$ cat src/rtl/msk_xor_acc.sv
// Masked streaming XOR accumulator: folds NBEATS d-share sharings share-wise into one result.
// Optional in-flight share refresh is compiled in with MSK_XOR_ACC_REFRESH_EN.
module msk_xor_acc #(
  parameter int d      = 2,
  parameter int count  = 8,
  parameter int NBEATS = 4
) (
  input  logic                   clk,
  input  logic                   rst_n,
  input  logic                   clr,
  input  logic                   in_valid,
  output logic                   in_ready,
  input  logic [count*d-1:0]     in_data,
  output logic                   out_valid,
  input  logic                   out_ready,
  output logic [count*d-1:0]     out_data
`ifdef MSK_XOR_ACC_REFRESH_EN
  ,
  input  logic [count*(d-1)-1:0] rnd
`endif
);

  localparam int CW = (NBEATS < 2) ? 1 : $clog2(NBEATS + 1);
  localparam logic [CW-1:0] LAST = CW'(NBEATS - 1);

  typedef enum logic {ST_ACC = 1'b0, ST_OUT = 1'b1} state_t;

  (* keep = "true", syn_keep = 1 *) logic [count*d-1:0] r_acc;
  logic [CW-1:0] r_cnt;
  state_t        r_state;
  logic          r_in_ready;
  logic          r_out_valid;

  logic [count*d-1:0] w_mask;
  logic [count*d-1:0] w_beat;

`ifdef MSK_XOR_ACC_REFRESH_EN
  if (d < 2) begin : g_bad_d
    $error("msk_xor_acc: refresh requires d >= 2");
  end

  // Zero-sum mask per bit: the last share absorbs the XOR of the others' masks.
  for (genvar gj = 0; gj < count; gj++) begin : g_bit
    for (genvar gi = 0; gi < d - 1; gi++) begin : g_share
      assign w_mask[gj*d+gi] = rnd[gj*(d-1)+gi];
    end
    assign w_mask[gj*d+d-1] = ^rnd[gj*(d-1) +: d-1];
  end
`else
  assign w_mask = '0;
`endif

  assign w_beat    = in_data ^ w_mask;
  assign in_ready  = r_in_ready;
  assign out_valid = r_out_valid;
  assign out_data  = r_acc;

  always_ff @(posedge clk or negedge rst_n) begin
    if (!rst_n) begin
      r_acc       <= '0;
      r_cnt       <= '0;
      r_state     <= ST_ACC;
      r_in_ready  <= 1'b1;
      r_out_valid <= 1'b0;
    end else if (clr) begin
      r_acc       <= '0;
      r_cnt       <= '0;
      r_state     <= ST_ACC;
      r_in_ready  <= 1'b1;
      r_out_valid <= 1'b0;
    end else begin
      case (r_state)
        ST_ACC: begin
          if (in_valid) begin
            r_acc <= r_acc ^ w_beat;
            if (r_cnt == LAST) begin
              r_cnt       <= '0;
              r_state     <= ST_OUT;
              r_in_ready  <= 1'b0;
              r_out_valid <= 1'b1;
            end else begin
              r_cnt <= r_cnt + CW'(1);
            end
          end
        end
        ST_OUT: begin
          if (out_ready) begin
            r_acc       <= '0;
            r_state     <= ST_ACC;
            r_in_ready  <= 1'b1;
            r_out_valid <= 1'b0;
          end
        end
        default: begin
          r_state     <= ST_ACC;
          r_in_ready  <= 1'b1;
          r_out_valid <= 1'b0;
        end
      endcase
    end
  end

endmodule

$ cat config.mk
export PLATFORM = sky130hd
export DESIGN_NAME = msk_xor_acc
export DESIGN_NICKNAME = d
export VERILOG_FILES = /design/src/rtl/msk_xor_acc.sv
export SDC_FILE = /design/constraint.sdc
export NUM_CORES = 1
export LEC_CHECK = 0
export CORE_MARGIN = 5
export CORE_UTILIZATION = 45
export CTS_BUF_LIST = sky130_fd_sc_hd__clkbuf_8 sky130_fd_sc_hd__clkbuf_16
export DETAILED_ROUTE_END_ITERATION = 10
export GPL_TIMING_DRIVEN = 1
export HOLD_SLACK_MARGIN = 0.08
export MAX_ROUTING_LAYER = met4
export PLACE_DENSITY_LB_ADDON = 0.15
export SLEW_MARGIN = 20
export SYNTH_ARGS = -nofsm -noshare
export SYNTH_HDL_FRONTEND = slang
export SYNTH_SLANG_ARGS = --single-unit
$ cat constraint.sdc
create_clock -name clk -period 1.4 [get_ports clk]
set_input_delay 0.28 -clock clk [delete_from_list [all_inputs] [get_ports clk]]
set_output_delay 0.28 -clock clk [all_outputs]
set_load 0.02 [all_outputs]
==> impl_summary.md <==
Finish
The number of inserted filler cells in the final layout is between 200 and 250. In the layout the commonest cells are dfrtp_1 (21), clkdlybuf4s50_1 (20), nor2_1 (18). The count of cells in the finished layout, fillers not included, comes to around 170. The final layout net count is approximately 160. The number of antenna diodes in the final layout is 0. The share of cells above drive strength 1 is 11.3%.

The synthesis-to-layout area growth is 29.3%. Leaving out fill and tap cells, the most frequent cell in the layout is dfrtp_1. The final non-filler cell area is about 0.0015 mm2.

Critical path
The worst register-to-register path begins at r_cnt[0]$_DFFE_PN0P_. Traced cell by cell, the critical path runs through ha_2 -> and2b_1 -> or3_1 -> a21oi_2. The critical path in this run is classified as register to register. In this run the critical register-to-register path is captured at r_cnt[0]$_DFFE_PN0P_.

The worst register-to-register path has a depth of 4. The critical path starts at r_cnt[0]$_DFFE_PN0P_. The largest fanout on the critical path is 3. For this run, the slowest stage of the critical path takes ~0.4 ns. Data on the critical path is required at its endpoint by ~1.6 ns. The worst setup path is launched from a register. At the worst endpoint, the arrival time is roughly 1.5 ns.

The sort of element at the end of the critical path is a register. The cell at the slowest stage of the critical path is dfrtp_1. The setup slack of the worst register-to-register path is 0.08 ns.

Routing
The number of iterations in the first detailed-routing pass is 3. The residual antenna-violating net count after detailed routing is 0. Detailed routing inserted a total of 819 vias. After detailed routing, the total wire length is ~2300 um. The remaining design rule violation count is 0. In the final routed layout, each cell accounts on average for between 10 and 15 um.

Dividing the detail-routed via count by the number of cells gives 4.79. The DRC violation total after the first TritonRoute iteration is 11.

Place
The number of placed instances with taps included is around 170. Routability-driven placement finished with a final weighted congestion of 0.732. The estimated wirelength of the detail-placed design is roughly 1800 um. The area after detailed placement is approximately 0.0015 mm2.

During placement, the flow inserted port buffers numbering 38.

Yosys
The number of nets in the synthesized netlist is between 100 and 150. The synthesized instance count is approximately 110. The synthesis warning total is 0. The proportion of synthesized chip area in sequential cells is 46.9%. Summing every instance area after synthesis gives roughly 0.0012 mm2. Averaged over all synthesized cells, the footprint is between 10 and 15 um2.

The number of storage elements in the synthesis netlist is 22. In this run, distinct cell masters in the synthesized netlist total 22.

CTS
The number of sinks driven by the clock tree is 22. The number of buffers added to fix hold violations after cts is 0. TritonCTS built the clock tree.

After clock tree synthesis, the clock-pin slew on the worst setup and hold paths is about 0.08 ns. CTS placed an instance of clkbuf_8 at the clock tree root. The clock insertion delay at the later pin of the skew report is about 0.26 ns. In this run, CTS created clock tree buffers numbering 3.

In this run the number of H-tree levels came out at 1. The total of cells resized after clock tree synthesis is 19. The number of buffers added for setup after CTS is 0.

The maximum clock path buffer count is 2.

Timing
The worst-case clock skew is approximately 0.005 ns. At the pin with the least slew margin, the transition time is slightly below 0.3 ns. The fraction of the cycle the final worst path needs is between 90% and 100%.

After layout, the minimum clock period comes to 1.32 ns. The count of final hold-check violations came to 0. Setup repair after global routing left no endpoint under its margin. Measured against its own limit, the worst slew margin works out to between 80% and 90%. For this run, the top clock speed supported by timing is 0.756 GHz. The number of failing setup endpoints in the final timing report is 0.

The number of max-slew violations in the final report is 0. The total negative setup slack is 0 ns.

Flow run
The max-capacitance violation count is 0.

Hold path
The path class of the lowest-slack min-delay path is input pin to async pin.

Floorplan
The die covers 0.00374 mm2. For this configuration, the core starts out at a cell density of about 47%. The area of the core is between 0.002 and 0.0025 mm2. Pin placement for this block handled 39 I/O pins. The initialized floorplan defines 18 standard-cell rows.

The die is 61.1 um tall. The die is roughly 61 um wide.

Pwr
In this run the static leakage power is 0.000757 uW. The maximum ir drop on the vdd rail is approximately 0.68 mV. Power spread over the standard cell area amounts to about 930 mW/mm2.

GRT
Global routing used 15.0% of the available tracks. The total congestion overflow is 0. The number of antenna violations at the first check in global routing is 0. Entering global routing, the biggest net connects 23 pins. The first global-routing pass estimated about 4000 um of wire. The via count of the first global-routing pass is 860.

Status
The flow ran to the end, and the final reports show no timing, DRC or antenna violations.
[critical path, delay by kind of cell (launching register included)]
kind / cells / cell delay (ns)
compound gates: 1 / 0.11
fa+ha+maj: 1 / 0.21
flops: 1 / 0.40
simple gates: 2 / 0.54
[routing by layer]
| metal | track usage (%) | wire, um | share of wire [%] | vias up |
|---|---|---|---|---|
| li1 | - | - | - | 404 |
| met1 | 18.1 | 970 | 42 | 387 |
| met2 | 23.7 | 1160 | 50 | 23 |
| met3 | 2.94 | 148 | 6.3 | 5 |
| met4 | 7.43 | 53 | 2.3 | 0 |
| met5 | - | 0 | 0 | - |
[cell type report]
class	instances	area, um2	share of cell area [%]
Clock inverter	1	3.75	0.247
Timing Repair Buffer	46	427	28.1
Clock buffer	3	41.3	2.72
Multi-Input combinational cell	68	455	30.0
Inverter	1	3.75	0.247
Sequential cell	22	552	36.3
Tap cell	30	37.5	2.47
[worst max path at each step]
| stage | end | slack [ns] | depth (start not counted) |
|---|---|---|---|
| floorplan | r_cnt[0]$_DFFE_PN0P_ | 0.13 | 4 |
| global placement | out_data[10]$_DFFE_PN0P_ | -0.05 | 5 |
| detailed placement | out_data[14]$_DFFE_PN0P_ | -0.07 | 5 |
| CTS | in_ready | 0.01 | 1 |
| global route | r_cnt[0]$_DFFE_PN0P_ | 0.008 | 4 |
| finish | r_cnt[0]$_DFFE_PN0P_ | 0.08 | 4 |
[power by group]
part           total [uW]  leakage [uW]  switching (uW)  internal (uW)
clock network         398     0.0000269             202            196
registers             710      0.000291            30.2            680
logic                 308      0.000439             154            155
total                1420      0.000757             386           1030
[logic make-up after synthesis]
logic type / share of synthesized area [%]
XOR/XNOR: 11.9
buffers and inverters: 14.6
AO/OA/AOI/OAI: 3.72
flip-flops: 46.9
adder cells (fa/ha/maj): 1.06
AND/OR/NAND/NOR: 21.8
[registers in the layout, summed over array words and instances (netlist names)]
register	count
out_data	16
r_cnt	3
in_ready	1
out_valid	1
r_state	1
[per-stage QoR]
stage | hold WS (ns) | total power [uW] | util (%) | setup slack (ns)
floorplan | -0.0156 | 936 | - | 0.126
finish | 0.361 | 1420 | 60.8 | 0.0767
global route | 0.370 | 1500 | 60.8 | 0.00821
detailed placement | 0.516 | 1070 | 60.0 | -0.0731
global placement | 0.515 | 1060 | 60.0 | -0.0516
CTS | 0.365 | 1440 | 60.9 | 0.0106
[synthesized netlist by cell type]
cell type  instances  area [um2]
a21oi_2            1        8.76
dfstp_2            1        26.3
nand2_1            2        7.51
ha_1               1        12.5
o21a_1             1        7.51
o21ai_0            1        5.00
xor2_1            16         140
a21o_1             1        7.51
nand3_1            1        5.00
a21oi_1            3        15.0
inv_1              1        3.75
nand2b_4           1        13.8
dfrtp_1           21         526
nand3b_1          17         128
and2b_1            2        15.0
buf_6              2        22.5
nor2b_1            1        6.26
nor2_1            18        67.6
buf_4             18         135
or2b_1             1        7.51
or3_1              1        6.26
buf_2              2        10.0
No activity file was read; power rests on OpenSTA's default activity.
==> RTL change 1, RTL diff (config.mk and constraints unchanged) <==
The option `MSK_XOR_ACC_REFRESH_EN` is turned on by a define.
--- a/src/rtl/msk_xor_acc.sv
+++ b/src/rtl/msk_xor_acc.sv
@@ -2,2 +2,4 @@
 // Optional in-flight share refresh is compiled in with MSK_XOR_ACC_REFRESH_EN.
+`define MSK_XOR_ACC_REFRESH_EN
+
 module msk_xor_acc #(
Ports: changed (added rnd); port bits go from 39 to 47. No check against the original RTL was run, so the function may have changed too.
==> RTL change 1 against the unedited design <==
Count of clock-buffer cells in the layout grew 1. Sequential cell count is the same. Synthesized area grew 4.6%. Total power grew 7.7%. Largest power group unchanged. Hold slack gained 0.0096 ns. Clock skew shrank 0.0020 ns. Final area grew 9.1%. Critical endpoint is now out_data[12]$_DFFE_PN0P_. Wire length grew 18%. Setup slack lost 0.023 ns.
==> RTL change 1: results (changes against the unedited design) <==
| Metric | Value |
|---|---|
| Post-layout min period | 1.35 ns (+0.0231 ns) |
| Filler instances | 251 (+13%) |
| Sequential element share of the synthesized area | 44.9% (-2.1 points) |
| Worst-margin pin slew | 0.300 ns (+0.0113 ns) |
| Setup bufs post-CTS | 0 (unchanged) |
| WHS | 0.371 ns (+0.00960 ns) |
| Post-Synthesis Net Count | 156 (+16%) |
| Total Routing Usage GR | 14.4% (-0.61 points) |
| Critical R2R Launch | r_state$_DFF_PN0_ |
| Slowest stage delay, CP | 0.44 ns (+0.04 ns) |
| Synth area leaders | dfrtp_1, xnor2_1, buf_4 |
| Delay-heaviest family, CP | flip-flops |
| Detailed Place HPWL | 2.01 mm (+11%) |
| Clock Skews | 0.00298 ns (-0.00202 ns) |
| DRT iter0 DRCs | 30 (+19) |
| Reg-to-reg slack, setup | 0.05 ns (-0.02 ns) |
| Syn_area_per_cell | 9.76 µm² (-6.2%) |
| Number of diodes | 0 (unchanged) |
| Synth top cells by count | a21oi_1, dfrtp_1, or3_1 |
| Finished Layout Cells | 193 (+13%) |
| Distinct cell type count after synthesis | 19 (-14%) |
| 1st-pass router iterations | 4 (+1) |
| Number of global-route vias before repair | 1020 (+19%) |
| Post-CTS Resized | 19 (unchanged) |
| Layout Nets | 193 (+18%) |
| Placed Area | 1620 µm² (+7.9%) |
| FFs w/ async S/R, synth | 100% (unchanged) |
| Peak supply drop | 0.000610 V (-10%) |
| IO buf count | 46 (+21%) |
| First-pass GRT wire length | 4.47 mm (+14%) |
| WL per Instance | 14.2 µm (+4.1%) |
| Number of H-tree levels | 1 (unchanged) |
| Final Wtd Congestion | 0.688 (-6.0%) |
| Largest net degree at the start of global routing | 35 (+52%) |
| Outcome | complete, no violations |
| LEAKAGE | 0.747 nW (-1.3%) |
| Post-place setup slack | -0.246 ns (-0.173 ns) |
| Critical Path AT | 1.49 ns (-0.03 ns) |
| FF-to-FF End | out_data[12]$_DFFE_PN0P_ |
| Crit path max fanout | 17 (+14) |
| Vias per inst | 5.16 (+7.6%) |
-- RTL change 1: area by class of cell --
| class | instances | area [µm²] | area share, % |
|---|---|---|---|
| Clock buffer | 4 | 55.1 | 3.32 |
| Multi-Input combinational cell | 84 | 531 | 32.0 |
| Sequential cell | 22 | 552 | 33.3 |
| Tap cell | 31 | 38.8 | 2.34 |
| Timing Repair Buffer | 52 | 482 | 29.1 |
-- RTL change 1: power by group --
part | switching (mW) | total, mW | internal (mW)
clock | 0.197 | 0.447 | 0.250
sequential | 0.0280 | 0.706 | 0.678
combinational | 0.180 | 0.372 | 0.192
-- RTL change 1: kinds of logic (layout without fill, tap and decap cells) --
logic type | Yosys count | in the layout | synth area share, %
fa+ha+maj | 1 | 1 | 1.02
xor+xnor | 16 | 16 | 11.4
buf+inv | 21 | 56 | 12.7
simple gates | 27 | 28 | 13.7
flops | 22 | 22 | 44.9
compound gates | 39 | 39 | 16.3
-- RTL change 1: worst max path at each step --
stage / start / endpoint / cells after the start
2_1_floorplan: r_cnt[0]$_DFFE_PN0P_ / r_cnt[0]$_DFFE_PN0P_ / 4
3_3_place_gp: in_valid / out_data[8]$_DFFE_PN0P_ / 4
3_5_place_dp: in_valid / out_data[1]$_DFFE_PN0P_ / 4
4_1_cts: in_ready$_DFFE_PN1P_ / in_ready / 1
5_1_grt: r_state$_DFF_PN0_ / out_data[4]$_DFFE_PN0P_ / 3
6_report: r_state$_DFF_PN0_ / out_data[12]$_DFFE_PN0P_ / 4
-- RTL change 1: metal layers --
layer	up-vias	global-route usage (%)	wire [µm]
met4	0	7.16	55
met1	468	16.4	1190
li1	493	-	-
met5	-	-	0
met2	30	22.9	1340
met3	4	4.14	166
==> RTL change 2, RTL diff (same flow settings) <==
Without the edit above. Reset style: synchronous (`rst_n`), changed in one clocked block.
--- a/src/rtl/msk_xor_acc.sv
+++ b/src/rtl/msk_xor_acc.sv
@@ -57,3 +57,3 @@
 
-  always_ff @(posedge clk or negedge rst_n) begin
+  always_ff @(posedge clk) begin
     if (!rst_n) begin
Check against the original RTL: differs if rst_n is asserted again (counterexample within 4 cycles, from zero or initial values and one cycle with rst_n low); with rst_n held inactive, the same outputs for 10 cycles.
==> RTL change 2 against the unedited design <==
Total power decreased by 14%. Count of clock-buffer cells in the layout unchanged. Synthesized area decreased by 8.1%. Sequential power decreased by 7.5%. Sequential share of layout area decreased by 4.3 points. Critical path type is now flop to primary output. Highest routed layer unchanged. Wire length decreased by 12%. Final area decreased by 9.1%. Combinational power decreased by 36%. Setup slack improved by 0.086 ns. Critical endpoint is now out_data[7]. Sequential cell count unchanged. Non-clock buffer count decreased by 2.
==> RTL change 2: results (changes against the unedited design) <==
| Metric | Value |
|---|---|
| Final WL | 2.07 mm (-12%) |
| Critical Path AT | 0.96 ns (-0.56 ns) |
| Slowest-stage cell, CP | dfxtp_1 |
| Slew headroom | 79.7% (-1.1 points) |
| Clock Skews | 0.00427 ns (-0.000732 ns) |
| Net switching power | 0.270 mW (-30%) |
| WP buf/inv | 1 (+1) |
| LEAKAGE | 0.626 nW (-17%) |
| First-pass GRT wire length | 3.44 mm (-12%) |
| Crit path max fanout | 2 (-1) |
| Post-synth top flop | dfxtp_1 |
| Filler instances | 214 (-3.6%) |
| Detailed Place HPWL | 1.58 mm (-13%) |
| Layout Nets | 161 (-1.8%) |
| Finished Layout Cells | 165 (-3.5%) |
| Post-place setup slack | -0.114 ns (-0.0414 ns) |
| WHS | 0.441 ns (+0.0803 ns) |
| Worst min path class | flop to flop |
| Total Routing Usage GR | 13.3% (-1.7 points) |
| Sequential element share of the synthesized area | 40.7% (-6.2 points) |
| Reg-to-reg slack, setup | 0.21 ns (+0.13 ns) |
| Initial antenna violation count | 0 (unchanged) |
| Worst setup margin | 0.163 ns (+0.0861 ns) |
| Post-synthesis instance total | 112 (-0.88%) |
| FFs w/ async S/R, synth | 0% (-100 points) |
| Final Wtd Congestion | 0.760 (+3.9%) |
| Placed Area | 1360 µm² (-9.2%) |
| Peak supply drop | 0.000746 V (+9.9%) |
| Layout cell share with drive strength beyond 1 | 9.49% (-1.9 points) |
| Synth area leaders | dfxtp_1, xor2_1, buf_4 |
| Number of global-route vias before repair | 755 (-12%) |
| Via count | 764 (-6.7%) |
| DRT iter0 DRCs | 20 (+9) |
| Largest net degree at the start of global routing | 22 (-4.3%) |
| Drt drc | 0 (unchanged) |
| Delay-heaviest family, CP | flip-flops |
| Post-Synthesis Net Count | 134 (-0.74%) |
| Number of H-tree levels | 1 (unchanged) |
| Outcome | complete, no violations |
| Slowest stage delay, CP | 0.36 ns (-0.04 ns) |
| Distinct cell type count after synthesis | 17 (-23%) |
| Synth top cells by count | dfxtp_1, buf_4, nand3b_1 |
[RTL change 2: cell count changes after synthesis, moves of 2 or more]
cell / before / now
dfxtp_1: 0 / 22
buf_6: 2 / 4
nor2_1: 18 / 16
buf_2: 2 / 0
dfrtp_1: 21 / 0
and2b_1: 2 / 0
[RTL change 2: kinds of logic after synthesis]
group,after synthesis,synth area share (%)
and+or+nand+nor,42,23.3
buffers and inverters,23,17.0
DFF,22,40.7
xor gates and xnor gates,16,13.0
AOI/OAI and AO/OA,8,4.86
adders and majority gates,1,1.16
[RTL change 2: area by class of cell]
class                      count  area, µm²  area share [%]
clock buffer                   3       41.3            2.99
timing repair buffer          44        403            29.2
sequential                    22        442            32.0
tap                           28       35.0            2.54
multi-input combinational     67        457            33.1
inverter                       1       3.75           0.272
[RTL change 2: power by group through the flow]
stage	logic, mW	registers [mW]	clock network (mW)
global placement	0.205	0.671	0
finish	0.196	0.657	0.363
floorplan	0.127	0.670	0
detailed placement	0.209	0.672	0
CTS	0.199	0.657	0.376
global route	0.213	0.660	0.409
[RTL change 2: what timing repair did]
action	4_1_cts	5_1_grt
hold endpoints to repair	0	0
setup endpoints to repair	18	1
setup buffers	0	0
resized for setup	18	1
[RTL change 2: layer usage]
layer	wire, µm	global-route usage, %
met5	0	-
met4	16	4.85
met3	102	2.18
met2	1020	21.8
met1	923	16.3
[RTL change 2: worst paths after layout]
path | start | endpoint | depth (start not counted)
setup reg to reg | r_cnt[0]$_SDFFE_PP0P_ | r_cnt[0]$_SDFFE_PP0P_ | 4
setup / recovery | out_data[7]$_SDFFE_PP0P_ | out_data[7] | 1
hold reg to reg | r_cnt[2]$_SDFFE_PP0P_ | r_cnt[2]$_SDFFE_PP0P_ | 2
hold / removal | r_cnt[2]$_SDFFE_PP0P_ | r_cnt[2]$_SDFFE_PP0P_ | 2
